===== config.mk =====
export PLATFORM = sky130hd
export DESIGN_NAME = dff_bank_arbiter
export DESIGN_NICKNAME = d
export VERILOG_FILES = /design/src/rtl/dff_bank_arbiter.sv
export SDC_FILE = /design/constraint.sdc
export NUM_CORES = 1
export LEC_CHECK = 0
export BUFFER_PORTS_ARGS = -buffer_cell sky130_fd_sc_hd__buf_2
export CAP_MARGIN = 5
export CORE_MARGIN = 5
export CORE_UTILIZATION = 35
export DETAILED_ROUTE_END_ITERATION = 7
export PLACE_DENSITY = 0.64
export SLEW_MARGIN = 20
export SYNTH_ARGS = -nofsm -noshare
export SYNTH_HDL_FRONTEND = slang
export SYNTH_SLANG_ARGS = --single-unit

===== constraint.sdc =====
create_clock -name clk -period 2.3 [get_ports clk]
set_clock_uncertainty 0.05 [all_clocks]
set_input_delay 0.115 -clock clk [delete_from_list [all_inputs] [get_ports clk]]
set_output_delay 0.115 -clock clk [all_outputs]
set_load 0.005 [all_outputs]

===== src/rtl/dff_bank_arbiter.sv =====
// Round-robin arbiter that grants bounded load bursts into one shared DATA_W register.
// Define ARB_LOCK_EN to add the lock input, which lets a granted lane exceed MAX_HOLD.
module dff_bank_arbiter #(
  parameter int NUM_REQ  = 4,
  parameter int DATA_W   = 8,
  parameter int MAX_HOLD = 4
) (
  input  logic                      clk,
  input  logic                      reset,
  input  logic [NUM_REQ-1:0]        req,
  input  logic [NUM_REQ*DATA_W-1:0] wr_data,
`ifdef ARB_LOCK_EN
  input  logic [NUM_REQ-1:0]        lock,
`endif
  output logic [NUM_REQ-1:0]        gnt,
  output logic [NUM_REQ-1:0]        ack,
  output logic [DATA_W-1:0]         q,
  output logic                      q_valid,
  output logic                      busy
);
  localparam int IDX_W = (NUM_REQ > 1) ? $clog2(NUM_REQ) : 1;
  localparam int CNT_W = $clog2(MAX_HOLD + 1);

  typedef enum logic [1:0] {IDLE, GRANT, RELEASE} state_e;

  state_e                         state_q, state_d;
  logic [NUM_REQ-1:0]             gnt_q, gnt_d, ack_q, ack_d;
  logic [IDX_W-1:0]               gidx_q, gidx_d, ptr_q, ptr_d;
  logic [CNT_W-1:0]               cnt_q, cnt_d;
  logic [DATA_W-1:0]              q_q, q_d;
  logic                           qv_q, qv_d;
  logic [NUM_REQ-1:0][DATA_W-1:0] lanes;
  logic [IDX_W-1:0]               win_idx;
  logic                           win_found, lock_cur, rel;
  int                             j;

  assign lanes = wr_data;

`ifdef ARB_LOCK_EN
  assign lock_cur = lock[gidx_q];
`else
  assign lock_cur = 1'b0;
`endif

  // First requester at or above the pointer, wrapping around.
  always_comb begin
    win_found = 1'b0;
    win_idx   = '0;
    j         = 0;
    for (int k = 0; k < NUM_REQ; k++) begin
      j = (int'(ptr_q) + k) % NUM_REQ;
      if (!win_found && req[IDX_W'(j)]) begin
        win_found = 1'b1;
        win_idx   = IDX_W'(j);
      end
    end
  end

  always_comb begin
    state_d = state_q;
    gnt_d   = gnt_q;
    gidx_d  = gidx_q;
    ptr_d   = ptr_q;
    cnt_d   = cnt_q;
    ack_d   = '0;
    q_d     = q_q;
    qv_d    = qv_q;
    rel     = 1'b0;
    case (state_q)
      IDLE, RELEASE: begin
        if (win_found) begin
          state_d = GRANT;
          gnt_d   = NUM_REQ'(1) << win_idx;
          gidx_d  = win_idx;
        end else begin
          state_d = IDLE;
        end
      end
      GRANT: begin
        if (req[gidx_q]) begin
          q_d           = lanes[gidx_q];
          ack_d[gidx_q] = 1'b1;
          qv_d          = 1'b1;
          if (cnt_q != CNT_W'(MAX_HOLD)) cnt_d = cnt_q + 1'b1;
          // This load is the MAX_HOLD-th (counter saturates while locked).
          if (!lock_cur && cnt_q >= CNT_W'(MAX_HOLD - 1)) rel = 1'b1;
        end else begin
          rel = 1'b1;
        end
        if (rel) begin
          state_d = RELEASE;
          gnt_d   = '0;
          cnt_d   = '0;
          ptr_d   = (gidx_q == IDX_W'(NUM_REQ - 1)) ? '0 : gidx_q + 1'b1;
        end
      end
      default: state_d = IDLE;
    endcase
  end

  always_ff @(posedge clk) begin
    if (reset) begin
      state_q <= IDLE;
      gnt_q   <= '0;
      gidx_q  <= '0;
      ptr_q   <= '0;
      cnt_q   <= '0;
      ack_q   <= '0;
      q_q     <= '0;
      qv_q    <= 1'b0;
    end else begin
      state_q <= state_d;
      gnt_q   <= gnt_d;
      gidx_q  <= gidx_d;
      ptr_q   <= ptr_d;
      cnt_q   <= cnt_d;
      ack_q   <= ack_d;
      q_q     <= q_d;
      qv_q    <= qv_d;
    end
  end

  assign gnt     = gnt_q;
  assign ack     = ack_q;
  assign q       = q_q;
  assign q_valid = qv_q;
  assign busy    = (state_q != IDLE);
endmodule


# Word level (Yosys, flattened, before mapping)
# Cells that the tools add are included.
# op_classes
n_addsub	5
multipliers	0
n_div	0
magnitude_cmp	7
n_eq_ne	6
shifts	1
mux	39
n_bitwise	2
reduce_logical	19
# ops
operator	count
1-bit 2-to-1 mux	18
8-bit binary-select mux with 2-bit select	1
2-bit by 4-bit less-than comparator with 1-bit output (second input constant)	4
2-bit 2-to-1 mux	6
1-bit binary-select mux with 2-bit select	5
3-bit 2-to-1 mux	3
4-bit 2-to-1 mux	2
8-bit 2-to-1 mux	1
4-bit case mux with 2 select lines	1
2-bit nonzero test	4
2-bit AND reduction	3
3-bit AND reduction	2
2-bit by 1-bit adder with 2-bit output (second input constant)	2
2-bit adder (second input constant)	2
2-bit equality test (second input constant)	2
1-bit logical AND	4
2-bit inequality test (second input constant)	2
2-bit case mux with 2 select lines	1
1-bit by 2-bit << shifter with 4-bit output (first input constant)	1
3-bit by 1-bit adder with 3-bit output (second input constant)	1
3-bit by 2-bit greater-or-equal comparator with 1-bit output (second input constant)	1
1-bit logical NOT	3
2-bit by 3-bit less-than comparator with 1-bit output (second input constant)	1
3-bit inequality test (second input constant)	1
other kinds (7)	8
# word_totals
regBits	26
latch_bits	0
ramBits	0
romBits	0
inputBits	38
out_inout_bits	18
elab_cells	87
n_memories	0

# Logic depth before layout (Yosys ltp)
# Gate-level depths: netlist (run 1).
# logic_depth
ltp_word	16
depth_mapped	6
depth_no_buf	6

# Worst setup path before layout (run 1)
# No wires, ideal clock.
# synth_timing
path_kind	register to register
startpoint	register cnt_q[0]
endpoint	register gnt_q[0] (netlist: gnt[0])
setup_time_ns	0.059
t_arrival_ns	1.651
required_time_ns	2.191
slack_ns	0.540
stages_incl_launch_ff	7
period_less_slack_ns	1.760
cell_sequence	dfxtp_1 > ha_1 > ha_1 > a211oi_1 > a21oi_2 > nor4b_1 > a31o_1
# synth_between
elab_chain_len	6
# synth_rtl
element	line	text
start: declaration	29	logic [CNT_W-1:0] cnt_q, cnt_d;
start signal: assignment	116	cnt_q <= cnt_d;
3-bit by 2-bit greater-or-equal comparator with 1-bit output	86	if (!lock_cur && cnt_q >= CNT_W'(MAX_HOLD - 1)) rel = 1'b1;
1-bit 2-to-1 mux	86	
1-bit 2-to-1 mux	80	if (req[gidx_q]) begin
1-bit 2-to-1 mux	69	case (state_q)
2-bit inequality test (no line)	n/a	
3-bit AND reduction (no line)	n/a	
end signal: assignment	113	gnt_q <= gnt_d;
end: declaration	27	logic [NUM_REQ-1:0] gnt_q, gnt_d, ack_q, ack_d;
# Every way passes these cells. The select of a mux whose other input is x is not followed.
# A chain may end at the register's enable or synchronous reset.

# Final worst setup path (run 1)
# layout_timing
startpoint	register cnt_q[1]
endpoint	register gnt_q[2] (netlist: gnt[2])
# The elaborated chain is that of the path after synthesis.

==> metrics.txt, run 1 <==
# TYPE chip_impl_metric gauge
chip_impl_info{name="synth_top_family_by_area",value="multiplexers"} 1
chip_impl_metric{name="track_usage",unit="%"} 12.65
chip_impl_metric{name="clk_latency",unit="ps"} 270
chip_impl_metric{name="ctsLongestPathBuffers",unit=""} 2
chip_impl_metric{name="buffer_ports.inserted",unit=""} 55
chip_impl_metric{name="fp-row-count",unit=""} 22
chip_impl_info{name="final_common_cell",value="sky130_fd_sc_hd__buf_2"} 1
chip_impl_metric{name="post_synth_and_or_nand_nor_area_fraction",unit="%"} 18.31
chip_impl_info{name="critPathMostFrequentCell",value="sky130_fd_sc_hd__ha_1"} 1
chip_impl_info{name="worst_hold_path_type",value="input port to flip-flop"} 1
chip_impl_metric{name="fin_crit_share",unit="%"} 88.65
chip_impl_metric{name="setup_viol",unit=""} 0
chip_impl_metric{name="place.detailed.instances",unit=""} 229
chip_impl_metric{name="postRouteAntennaNets",unit=""} 0
chip_impl_metric{name="max_capacitance_violation_count",unit=""} 0
chip_impl_metric{name="grt_first_pass_wirelength",unit="mm"} 5.161
chip_impl_metric{name="maxSlewHeadroom",unit="%"} 61.12
chip_impl_info{name="cp_slowest_cell",value="sky130_fd_sc_hd__a211oi_1"} 1
chip_impl_metric{name="fin_ws",unit="ps"} 261.1
chip_impl_metric{name="drt_drc_violations_left",unit=""} 0
chip_impl_metric{name="critical_path_arrival",unit="ps"} 2210
chip_impl_info{name="synth.largest_area_cell",value="sky130_fd_sc_hd__dfxtp_1"} 1
chip_impl_metric{name="cts.repair.resized",unit=""} 0
chip_impl_metric{name="syn-instance-count",unit=""} 130
chip_impl_metric{name="slew_violations",unit=""} 0
chip_impl_info{name="path_cells",value="ha_1 > ha_1 > a211oi_1 > a21oi_2 > nor4b_1 > a31o_1"} 1
chip_impl_metric{name="htree_levels",unit=""} 1
chip_impl_metric{name="flow.area_growth_from_synthesis",unit="%"} 27.79
chip_impl_metric{name="cts_setup_buffers",unit=""} 0
chip_impl_info{name="commonest_non_fill_non_tap_cells_in_the_layout",value="sky130_fd_sc_hd__buf_2, sky130_fd_sc_hd__dfxtp_1, sky130_fd_sc_hd__nor2_1, sky130_fd_sc_hd__mux2i_1, sky130_fd_sc_hd__mux4_2"} 1
chip_impl_metric{name="standby_leakage_power",unit="nW"} 0.7557
chip_impl_metric{name="synth.top_cell.area_share",unit="%"} 38.66
chip_impl_info{name="post_synth_main_area_contributors",value="sky130_fd_sc_hd__dfxtp_1, sky130_fd_sc_hd__mux4_2, sky130_fd_sc_hd__mux2i_1, sky130_fd_sc_hd__ha_1, sky130_fd_sc_hd__nor2_1"} 1
chip_impl_metric{name="clk_pin_slew_worst_setup_hold_paths",unit="ps"} 90
chip_impl_metric{name="crit_required",unit="ps"} 2470
chip_impl_metric{name="synth-adder-area-share",unit="%"} 6.506
chip_impl_metric{name="route.detailed.wl_per_inst",unit="um"} 14.00
chip_impl_metric{name="antenna_violations_before_repair",unit=""} 0
chip_impl_metric{name="cts_sinks",unit=""} 26
chip_impl_metric{name="half_perimeter_wire_length_after_detailed_placement",unit="mm"} 2.537
chip_impl_metric{name="crit_path_max_incr_delay",unit="ps"} 510
chip_impl_info{name="status",value="complete, no violations"} 1
chip_impl_metric{name="synthesis.area",unit="mm^2"} 0.001346
chip_impl_metric{name="drtIter0Drc",unit=""} 22
chip_impl_metric{name="ys_warn_count",unit=""} 0
chip_impl_info{name="cts_tree",value="done"} 1
chip_impl_metric{name="antenna_cells",unit=""} 0
chip_impl_metric{name="route.final.wire_length",unit="mm"} 3.262
chip_impl_metric{name="gpl.final_weighted_congestion",unit=""} 0.8670
chip_impl_metric{name="timing.reg2reg.setup_slack",unit="ps"} 260
chip_impl_metric{name="fp.dieW",unit="um"} 72.02
chip_impl_metric{name="postSynthRegisterBits",unit=""} 26
chip_impl_metric{name="final_net_count",unit=""} 231
chip_impl_metric{name="die-area",unit="mm^2"} 0.005187
chip_impl_info{name="critPathKind",value="flip-flop to flip-flop"} 1
chip_impl_metric{name="detailedPlace.worstSlack",unit="ps"} 281.8
chip_impl_metric{name="final_hold_viol_count",unit=""} 0
chip_impl_metric{name="cell_area_reported_after_detailed_placement",unit="mm^2"} 0.001665
chip_impl_metric{name="synth.net_count",unit=""} 175
chip_impl_info{name="critical_path.startpoint_type",value="flip-flop"} 1
chip_impl_metric{name="synth.yosys.seq_area_share",unit="%"} 38.66
chip_impl_metric{name="synth_xor_xnor_area_share",unit="%"} 0
chip_impl_metric{name="num_io_pins",unit=""} 56
chip_impl_metric{name="routed-via-count",unit=""} 1169
chip_impl_metric{name="die_h",unit="um"} 72.02
chip_impl_info{name="ctsRootBufferMaster",value="sky130_fd_sc_hd__clkbuf_8"} 1
chip_impl_metric{name="max_freq",unit="GHz"} 0.4905
chip_impl_metric{name="p_per_area",unit="mW/mm^2"} 596.8
chip_impl_metric{name="finalNonFillerCells",unit=""} 233
chip_impl_metric{name="grt_start_max_net_pins",unit=""} 28
chip_impl_metric{name="worst_case_hold_slack",unit="ps"} 217.2
chip_impl_metric{name="global_route.overflow_total",unit=""} 0
chip_impl_metric{name="synthDistinctLibCells",unit=""} 33
chip_impl_metric{name="syn_avg_cell_area",unit="um^2"} 10.36
chip_impl_metric{name="via_count_of_the_first_global_routing_pass",unit=""} 1177
chip_impl_info{name="worstSetupEndpointType",value="flip-flop"} 1
chip_impl_metric{name="complex_gate_fraction_of_the_synthesized_area",unit="%"} 10.32
chip_impl_metric{name="placeableCoreArea",unit="mm^2"} 0.003689
chip_impl_metric{name="drive_gt1_share",unit="%"} 39.46
chip_impl_metric{name="initial_core_util",unit="%"} 36.50
chip_impl_metric{name="mux_contribution_to_synthesized_area",unit="%"} 22.49
chip_impl_metric{name="total_power",unit="mW"} 1.027
chip_impl_metric{name="vias_per_cell",unit=""} 5.017
chip_impl_metric{name="tightestPinTransition",unit="ps"} 579.8
chip_impl_metric{name="utilization",unit="%"} 46.64
chip_impl_metric{name="cts-buffers-inserted",unit=""} 3
chip_impl_metric{name="fin_area",unit="mm^2"} 0.001720
chip_impl_info{name="rsz_0062_raised_after_global_routing",value="no"} 1
chip_impl_metric{name="cts_hold_buf",unit=""} 0
chip_impl_metric{name="drt-pass1-iter-count",unit=""} 4
chip_impl_metric{name="tns",unit="ps"} 0
chip_impl_metric{name="path_max_fanout",unit=""} 7
chip_impl_metric{name="fin_crit",unit="ps"} 2039
chip_impl_metric{name="ir_worst_vdd",unit="mV"} 0.2387
[final timing paths]
kind,depth (start not counted),end,start
worst min-delay path,2,q[0],reset
worst max register to register,6,gnt[2],cnt_q[1]
worst min register to register,2,q_valid,q_valid
worst max-delay path,6,gnt[2],cnt_q[1]
[cell type report]
cell class                      count  area [um^2]
Timing Repair Buffer               57        290.3
Clock buffer                        4        55.05
Sequential cell                    26        520.5
Tap cell                           48        60.06
Multi-Input combinational cell     93        775.7
Inverter                            5        18.77
Fill cell                         370         1968
[registers in the layout (all words and copies together) (netlist names)]
register,count
gidx_q,2
ack,4
gnt,4
ptr_q,2
state_q,2
cnt_q,3
q_valid,1
q,8
[kinds of logic (layout without fill, tap and decap cells)]
| family | Yosys count | after routing |
|---|---|---|
| mux | 19 | 19 |
| compound gates | 19 | 19 |
| simple gates | 48 | 48 |
| buf+inv | 11 | 66 |
| flops | 26 | 26 |
| fa+ha+maj | 7 | 7 |
[per-layer routing]
metal / vias to the layer above / GRT usage (%) / part of all wire, %
li1: 575 / - / -
met1: 562 / 13.45 / 39
met3: 8 / 1.939 / 3.3
met5: - / 0 / 0
met4: 0 / 7.933 / 2.9
met2: 24 / 23.16 / 55
[where the power goes]
part / switching (mW) / leakage, nW / internal, mW / total (mW)
sequential: 0.0176 / 0.212 / 0.480 / 0.498
clock: 0.141 / 0.0288 / 0.153 / 0.294
combinational: 0.112 / 0.515 / 0.124 / 0.235
total: 0.270 / 0.756 / 0.757 / 1.03
[worst max-delay path: cells and delay by family (launching register included)]
family,cells,cell delay [ps]
AOI/OAI and AO/OA,3,880
DFF,1,350
adders and majority gates,2,390
and+or+nand+nor,1,310
[synth_stat cells (all sizes together)]
master,count
ha,7
a32oi,1
o31ai,1
or3,2
a211o,1
dfxtp,26
mux4,9
a21oi,4
a21o,1
nand2,5
buf,2
o21bai,1
nand3b,2
a31o,2
nor2,20
nor2b,7
nand2b,2
or2,1
mux2i,10
nor4b,2
a31oi,1
clkbuf,4
o211ai,1
nand3,1
and2,6
a211oi,1
o21ai,2
inv,5
o32ai,2
o221ai,1
Power figures use the tool's default switching activity.
==> run 2: changes to the inputs <==
--- a/config.mk
+++ b/config.mk
@@ -8,9 +8,10 @@
 export BUFFER_PORTS_ARGS = -buffer_cell sky130_fd_sc_hd__buf_2
 export CAP_MARGIN = 5
 export CORE_MARGIN = 5
-export CORE_UTILIZATION = 35
+export CORE_UTILIZATION = 40
+export CTS_CLUSTER_SIZE = 20
 export DETAILED_ROUTE_END_ITERATION = 7
-export PLACE_DENSITY = 0.64
+export PLACE_DENSITY = 0.72
 export SLEW_MARGIN = 20
 export SYNTH_ARGS = -nofsm -noshare
 export SYNTH_HDL_FRONTEND = slang
==> run 2 against run 1 <==
Against the previous run:
- first-iteration DRC count grew 82%
- design area is 1.2% lower
- flip-flop and latch count unchanged
- critical path type unchanged
- largest power group unchanged
==> metrics.txt, run 2 (same netlist as run 1, synthesis figures left out) <==
# TYPE chip_impl_metric gauge
chip_impl_metric{name="num_io_pins",unit=""} 56
chip_impl_metric{name="standby_leakage_power",unit="nW"} 0.7479
chip_impl_metric{name="r2r.worst_path.cells",unit=""} 6
chip_impl_metric{name="largest_register_ffs",unit=""} 8
chip_impl_metric{name="filler_cell_count",unit=""} 318
chip_impl_metric{name="gpl.final_weighted_congestion",unit=""} 0.7705
chip_impl_metric{name="clk_latency",unit="ps"} 330
chip_impl_info{name="cts_tree",value="done"} 1
chip_impl_metric{name="cts.repair.resized",unit=""} 0
chip_impl_info{name="ctsRootBufferMaster",value="sky130_fd_sc_hd__clkbuf_4"} 1
chip_impl_metric{name="flow.area_growth_from_synthesis",unit="%"} 26.21
chip_impl_metric{name="antenna_violations_before_repair",unit=""} 0
chip_impl_metric{name="drt-pass1-iter-count",unit=""} 5
chip_impl_metric{name="fin_crit_share",unit="%"} 90.67
chip_impl_metric{name="global_route.overflow_total",unit=""} 0
chip_impl_metric{name="tightestPinTransition",unit="ps"} 584.9
chip_impl_metric{name="cts-buffers-inserted",unit=""} 3
chip_impl_info{name="highest_layer",value="met4"} 1
chip_impl_metric{name="htree_levels",unit=""} 1
chip_impl_metric{name="met2_wl",unit="mm"} 1.935
chip_impl_metric{name="half_perimeter_wire_length_after_detailed_placement",unit="mm"} 2.737
chip_impl_metric{name="ir_worst_vdd",unit="mV"} 0.2200
chip_impl_metric{name="fin_area",unit="mm^2"} 0.001699
chip_impl_metric{name="met1_length",unit="mm"} 1.229
chip_impl_info{name="status",value="complete, no violations"} 1
chip_impl_metric{name="max_freq",unit="GHz"} 0.4795
chip_impl_info{name="critPathKind",value="flip-flop to flip-flop"} 1
chip_impl_metric{name="fin_crit",unit="ps"} 2085
chip_impl_info{name="worst_hold_path_type",value="input port to flip-flop"} 1
chip_impl_metric{name="fp-row-count",unit=""} 21
chip_impl_metric{name="drtIter0Drc",unit=""} 40
chip_impl_metric{name="maxSlewHeadroom",unit="%"} 60.77
chip_impl_metric{name="die-area",unit="mm^2"} 0.004626
chip_impl_metric{name="placeableCoreArea",unit="mm^2"} 0.003284
chip_impl_metric{name="vias_per_cell",unit=""} 5.203
chip_impl_metric{name="cts_hold_buf",unit=""} 0
chip_impl_metric{name="route.final.wire_length",unit="mm"} 3.382
chip_impl_metric{name="cts_sinks",unit=""} 26
chip_impl_metric{name="final_hold_viol_count",unit=""} 0
chip_impl_metric{name="grt_start_max_net_pins",unit=""} 28
chip_impl_metric{name="setup_viol",unit=""} 0
chip_impl_info{name="rsz_0062_raised_after_global_routing",value="no"} 1
chip_impl_metric{name="drt_drc_violations_left",unit=""} 0
chip_impl_metric{name="routed-via-count",unit=""} 1202
chip_impl_metric{name="track_usage",unit="%"} 14.72
chip_impl_metric{name="antenna_cells",unit=""} 0
chip_impl_metric{name="via_count_of_the_first_global_routing_pass",unit=""} 1118
chip_impl_metric{name="min_delay_path_depth",unit=""} 2
chip_impl_metric{name="cell_area_reported_after_detailed_placement",unit="mm^2"} 0.001663
chip_impl_metric{name="path_max_fanout",unit=""} 7
chip_impl_metric{name="initial_core_util",unit="%"} 40.99
chip_impl_metric{name="p_per_area",unit="mW/mm^2"} 574.5
chip_impl_metric{name="slew_violations",unit=""} 0
chip_impl_metric{name="tns",unit="ps"} 0
chip_impl_metric{name="grt_first_pass_wirelength",unit="mm"} 5.037
chip_impl_metric{name="drive_gt1_share",unit="%"} 39.46
chip_impl_metric{name="die_h",unit="um"} 68.02
chip_impl_metric{name="clk_pin_slew_worst_setup_hold_paths",unit="ps"} 140
chip_impl_metric{name="fp.dieW",unit="um"} 68.02
chip_impl_info{name="critical_path.startpoint_type",value="flip-flop"} 1
chip_impl_metric{name="cts_setup_buffers",unit=""} 0
chip_impl_metric{name="total_power",unit="mW"} 0.9762
chip_impl_metric{name="buffer_ports.inserted",unit=""} 55
chip_impl_metric{name="critical_path_arrival",unit="ps"} 2320
chip_impl_info{name="final_common_cell",value="sky130_fd_sc_hd__buf_2"} 1
chip_impl_info{name="commonest_non_fill_non_tap_cells_in_the_layout",value="sky130_fd_sc_hd__buf_2, sky130_fd_sc_hd__dfxtp_1, sky130_fd_sc_hd__nor2_1, sky130_fd_sc_hd__mux2i_1, sky130_fd_sc_hd__mux4_2"} 1
chip_impl_metric{name="ctsLongestPathBuffers",unit=""} 2
chip_impl_metric{name="final_net_count",unit=""} 231
chip_impl_metric{name="postRouteAntennaNets",unit=""} 0
chip_impl_metric{name="max_capacitance_violation_count",unit=""} 0
chip_impl_metric{name="route.detailed.wl_per_inst",unit="um"} 14.64
chip_impl_info{name="worstSetupEndpointType",value="flip-flop"} 1
chip_impl_metric{name="met3WireLength",unit="um"} 174
chip_impl_metric{name="crit_required",unit="ps"} 2530
==> run 2: final timing paths <==
path                            startpoint       to  slack (ps)
worst max-delay path              cnt_q[1]   gnt[2]         210
worst min-delay path                 reset     q[6]         140
worst max register to register    cnt_q[1]   gnt[2]         210
worst min register to register     q_valid  q_valid         450
==> run 2: worst max-delay path, cell delays in order, from the launching register on <==
cell	delay, ps
sky130_fd_sc_hd__dfxtp_1	370
sky130_fd_sc_hd__ha_1	190
sky130_fd_sc_hd__ha_1	180
sky130_fd_sc_hd__a211oi_1	520
sky130_fd_sc_hd__a21oi_2	240
sky130_fd_sc_hd__nor4b_1	340
sky130_fd_sc_hd__a31o_1	150
==> run 2: cell type report <==
| type | instances | area (um^2) | area share (%) |
|---|---|---|---|
| Clock buffer | 4 | 36.28 | 2.135 |
| Tap cell | 46 | 57.56 | 3.387 |
| Sequential cell | 26 | 520.5 | 30.63 |
| Multi-Input combinational cell | 93 | 775.7 | 45.66 |
| Inverter | 5 | 18.77 | 1.105 |
| Timing Repair Buffer | 57 | 290.3 | 17.08 |
==> run 2: power by group <==
group | leakage [nW] | switching, mW | internal [mW]
clock | 0.0210 | 0.140 | 0.0971
sequential | 0.212 | 0.0184 | 0.480
combinational | 0.515 | 0.115 | 0.124
==> run 2: through the flow <==
step	setup WS, ps	cells	hold slack (ps)	utilization (%)
floorplan	540.0	130	347.1	-
global placement	472.3	227	402.9	50.63
detailed placement	293.4	227	426.1	50.63
CTS	256.1	231	144.0	51.73
global route	59.02	231	164.1	51.73
finish	214.6	231	143.7	51.73
==> run 2: per-layer routing <==
| layer | global-route usage [%] | up-vias |
|---|---|---|
| li1 | - | 576 |
| met1 | 16.77 | 581 |
| met2 | 26.23 | 40 |
| met3 | 3.284 | 5 |
| met4 | 6.203 | 0 |
| met5 | 0 | - |
==> run 3: changes to the inputs <==
--- a/config.mk
+++ b/config.mk
@@ -5,13 +5,14 @@
 export SDC_FILE = /design/constraint.sdc
 export NUM_CORES = 1
 export LEC_CHECK = 0
+export ABC_AREA = 1
 export BUFFER_PORTS_ARGS = -buffer_cell sky130_fd_sc_hd__buf_2
 export CAP_MARGIN = 5
 export CORE_MARGIN = 5
 export CORE_UTILIZATION = 40
 export CTS_CLUSTER_SIZE = 20
 export DETAILED_ROUTE_END_ITERATION = 7
-export PLACE_DENSITY = 0.72
+export PLACE_DENSITY = 0.69
 export SLEW_MARGIN = 20
 export SYNTH_ARGS = -nofsm -noshare
 export SYNTH_HDL_FRONTEND = slang
==> run 3 against run 2 <==
Against the previous run:
- flip-flop and latch count did not move
- critical path type unchanged
- utilization fell by 2.2 points
- register-to-register slack improved by 250 ps
- clock power rose by 24%
- via count rose by 37%
- critical endpoint is now gidx_q[0]
- critical path depth rose by 5
- clock-buffer cell count did not move
==> metrics.txt, run 3 <==
# TYPE chip_impl_metric gauge
chip_impl_metric{name="crit_required",unit="ps"} 2400
chip_impl_metric{name="ys_warn_count",unit=""} 0
chip_impl_info{name="critPathKind",value="flip-flop to flip-flop"} 1
chip_impl_metric{name="cts.repair.resized",unit=""} 0
chip_impl_info{name="commonest_non_fill_non_tap_cells_in_the_layout",value="sky130_fd_sc_hd__nand2_1, sky130_fd_sc_hd__buf_2, sky130_fd_sc_hd__nor2_1, sky130_fd_sc_hd__dfxtp_1"} 1
chip_impl_metric{name="crit_path_max_incr_delay",unit="ps"} 580
chip_impl_info{name="dominantRegCellSynth",value="sky130_fd_sc_hd__dfxtp_1"} 1
chip_impl_metric{name="max_freq",unit="GHz"} 0.5461
chip_impl_metric{name="standby_leakage_power",unit="nW"} 0.9629
chip_impl_metric{name="cp_num_buf_inv",unit=""} 1
chip_impl_metric{name="slew_violations",unit=""} 0
chip_impl_metric{name="worst_case_hold_slack",unit="ps"} 177.1
chip_impl_metric{name="filler_cell_count",unit=""} 387
chip_impl_metric{name="synth-edff-count",unit=""} 0
chip_impl_metric{name="gpl.final_weighted_congestion",unit=""} 0.8086
chip_impl_metric{name="final_hold_viol_count",unit=""} 0
chip_impl_info{name="rsz_0062_raised_after_global_routing",value="no"} 1
chip_impl_metric{name="synthDistinctLibCells",unit=""} 26
chip_impl_metric{name="postSynthRegisterBits",unit=""} 26
chip_impl_metric{name="fp.dieW",unit="um"} 73.18
chip_impl_info{name="final_common_cell",value="sky130_fd_sc_hd__nand2_1"} 1
chip_impl_metric{name="detailedPlace.worstSlack",unit="ps"} 477.7
chip_impl_info{name="worstSetupEndpointType",value="flip-flop"} 1
chip_impl_metric{name="cts_sinks",unit=""} 26
chip_impl_metric{name="cts-buffers-inserted",unit=""} 3
chip_impl_metric{name="route.final.wire_length",unit="mm"} 3.896
chip_impl_metric{name="vias_per_cell",unit=""} 4.816
chip_impl_metric{name="p_per_area",unit="mW/mm^2"} 1172
chip_impl_metric{name="cts_setup_buffers",unit=""} 0
chip_impl_metric{name="finalNonFillerCells",unit=""} 343
chip_impl_info{name="critical_path.startpoint_type",value="flip-flop"} 1
chip_impl_metric{name="clk_latency",unit="ps"} 270
chip_impl_metric{name="global_route.overflow_total",unit=""} 0
chip_impl_info{name="yosys-top-cells-count",value="sky130_fd_sc_hd__nand2_1, sky130_fd_sc_hd__nor2_1, sky130_fd_sc_hd__dfxtp_1, sky130_fd_sc_hd__a21oi_1, sky130_fd_sc_hd__inv_1"} 1
chip_impl_metric{name="die-area",unit="mm^2"} 0.005355
chip_impl_info{name="path_cells",value="inv_2 > nand2_1 > nand2_4 > nand2_2 > nand2_2 > nor2_4 > nand3_2 > nand2_4 > nor2_4 > a21oi_1 > nor2_1"} 1
chip_impl_metric{name="flow.area_growth_from_synthesis",unit="%"} 22.41
chip_impl_metric{name="initial_core_util",unit="%"} 40.50
chip_impl_metric{name="ctsLongestPathBuffers",unit=""} 2
chip_impl_metric{name="antenna_cells",unit=""} 0
chip_impl_info{name="critPathTopFamily",value="simple AND/OR/NAND/NOR gates"} 1
chip_impl_metric{name="syn_avg_cell_area",unit="um^2"} 6.625
chip_impl_metric{name="drt_drc_violations_left",unit=""} 0
chip_impl_metric{name="path_max_fanout",unit=""} 11
chip_impl_metric{name="track_usage",unit="%"} 15.78
chip_impl_info{name="status",value="complete, no violations"} 1
chip_impl_metric{name="via_count_of_the_first_global_routing_pass",unit=""} 1628
chip_impl_metric{name="fp-row-count",unit=""} 23
chip_impl_metric{name="synth.net_count",unit=""} 286
chip_impl_metric{name="synthesis.area",unit="mm^2"} 0.001597
chip_impl_metric{name="asyncSetResetFlopFracSynth",unit="%"} 0
chip_impl_metric{name="critical_path_arrival",unit="ps"} 1930
chip_impl_metric{name="tightestPinTransition",unit="ps"} 478.2
chip_impl_metric{name="final_net_count",unit=""} 339
chip_impl_metric{name="tns",unit="ps"} 0
chip_impl_metric{name="postRouteAntennaNets",unit=""} 0
chip_impl_metric{name="die_h",unit="um"} 73.18
chip_impl_metric{name="htree_levels",unit=""} 1
chip_impl_metric{name="buffer_ports.inserted",unit=""} 55
chip_impl_metric{name="num_io_pins",unit=""} 56
chip_impl_metric{name="max_capacitance_violation_count",unit=""} 0
chip_impl_metric{name="timing.reg2reg.setup_slack",unit="ps"} 470
chip_impl_metric{name="fin_area",unit="mm^2"} 0.001954
chip_impl_info{name="cts_tree",value="done"} 1
chip_impl_metric{name="total_power",unit="mW"} 2.290
chip_impl_metric{name="synth.yosys.seq_area_share",unit="%"} 32.60
chip_impl_metric{name="syn-instance-count",unit=""} 241
chip_impl_metric{name="drtIter0Drc",unit=""} 78
chip_impl_metric{name="largest_register_ffs",unit=""} 8
chip_impl_metric{name="fin_crit_share",unit="%"} 79.62
chip_impl_metric{name="placeableCoreArea",unit="mm^2"} 0.003943
chip_impl_metric{name="maxSlewHeadroom",unit="%"} 68.09
chip_impl_metric{name="fin_crit",unit="ps"} 1831
chip_impl_metric{name="grt_first_pass_wirelength",unit="mm"} 6.810
chip_impl_metric{name="routed-via-count",unit=""} 1652
chip_impl_metric{name="half_perimeter_wire_length_after_detailed_placement",unit="mm"} 3.108
chip_impl_metric{name="fin_ws",unit="ps"} 468.8
chip_impl_info{name="post_synth_main_area_contributors",value="sky130_fd_sc_hd__dfxtp_1, sky130_fd_sc_hd__nand2_1, sky130_fd_sc_hd__nor2_1, sky130_fd_sc_hd__a21oi_1, sky130_fd_sc_hd__o21ai_0"} 1
chip_impl_info{name="synth.largest_area_cell",value="sky130_fd_sc_hd__dfxtp_1"} 1
chip_impl_metric{name="cts_hold_buf",unit=""} 0
chip_impl_metric{name="synth.top_cell.area_share",unit="%"} 32.60
chip_impl_info{name="ctsRootBufferMaster",value="sky130_fd_sc_hd__clkbuf_8"} 1
chip_impl_metric{name="drt-pass1-iter-count",unit=""} 4
chip_impl_metric{name="ir_worst_vdd",unit="mV"} 0.4584
chip_impl_info{name="post-synth-top-count-cell",value="sky130_fd_sc_hd__nand2_1"} 1
chip_impl_metric{name="clk_pin_slew_worst_setup_hold_paths",unit="ps"} 90
chip_impl_metric{name="utilization",unit="%"} 49.57
chip_impl_metric{name="cell_area_reported_after_detailed_placement",unit="mm^2"} 0.001899
chip_impl_metric{name="antenna_violations_before_repair",unit=""} 0
chip_impl_metric{name="route.detailed.wl_per_inst",unit="um"} 11.36
chip_impl_info{name="cp_slowest_cell",value="sky130_fd_sc_hd__dfxtp_1"} 1
chip_impl_metric{name="grt_start_max_net_pins",unit=""} 21
chip_impl_info{name="worst_hold_path_type",value="input port to flip-flop"} 1
chip_impl_metric{name="setup_viol",unit=""} 0
chip_impl_metric{name="place.detailed.instances",unit=""} 339
chip_impl_metric{name="drive_gt1_share",unit="%"} 29.01
[run 3: cell count changes in the layout (fill, tap and decap cells not counted), sizes merged, moves of 13 or more]
cell | before | now
a21oi | 4 | 21
nand2 | 5 | 69
nand3 | 1 | 17
o21ai | 2 | 22
inv | 5 | 25
nor2 | 20 | 33
[run 3: worst reg2reg max path, stage by stage, from the launching register on]
cell and delay [ps]:
sky130_fd_sc_hd__dfxtp_1 580, sky130_fd_sc_hd__inv_2 190, sky130_fd_sc_hd__nand2_1 140, sky130_fd_sc_hd__nand2_4 70, sky130_fd_sc_hd__nand2_2 70, sky130_fd_sc_hd__nand2_2 70, sky130_fd_sc_hd__nor2_4 90, sky130_fd_sc_hd__nand3_2 90
sky130_fd_sc_hd__nand2_4 130, sky130_fd_sc_hd__nor2_4 60, sky130_fd_sc_hd__a21oi_1 120, sky130_fd_sc_hd__nor2_1 50
[run 3: final timing paths]
| path | start | cells past startpoint | endpoint |
|---|---|---|---|
| worst max-delay path | ptr_q[0] | 11 | gidx_q[0] |
| worst min-delay path | reset | 2 | state_q[1] |
| worst max register to register | ptr_q[0] | 11 | gidx_q[0] |
| worst min register to register | q_valid | 2 | q_valid |
[run 3: layout make-up]
| type | instances | area, um^2 | share of cell area [%] |
|---|---|---|---|
| Timing Repair Buffer | 57 | 290.3 | 14.85 |
| Multi-Input combinational cell | 181 | 932.1 | 47.70 |
| Inverter | 25 | 93.84 | 4.802 |
| Sequential cell | 26 | 520.5 | 26.63 |
| Tap cell | 50 | 62.56 | 3.201 |
| Clock buffer | 4 | 55.05 | 2.817 |
[run 3: logic make-up (layout without fill, tap and decap cells)]
family	count (synthesis)	in the layout	share of synthesized area, %
AND/OR/NAND/NOR	121	121	34.95
AO/OA/AOI/OAI	53	53	17.95
buffers and inverters	34	86	9.013
flip-flops	26	26	32.60
adder cells (fa/ha/maj)	7	7	5.486
[run 3: metal layers]
metal / vias to the layer above / global-route usage, % / wire length, um
li1: 879 / - / -
met3: 4 / 3.857 / 320
met4: 0 / 4.508 / 37
met5: - / 0 / 0
met2: 56 / 26.02 / 1750
met1: 713 / 20.32 / 1788
[run 3: report_power, final]
| group | internal (mW) | switching [mW] |
|---|---|---|
| clock network | 0.153 | 0.141 |
| logic | 0.478 | 0.843 |
| registers | 0.577 | 0.0978 |
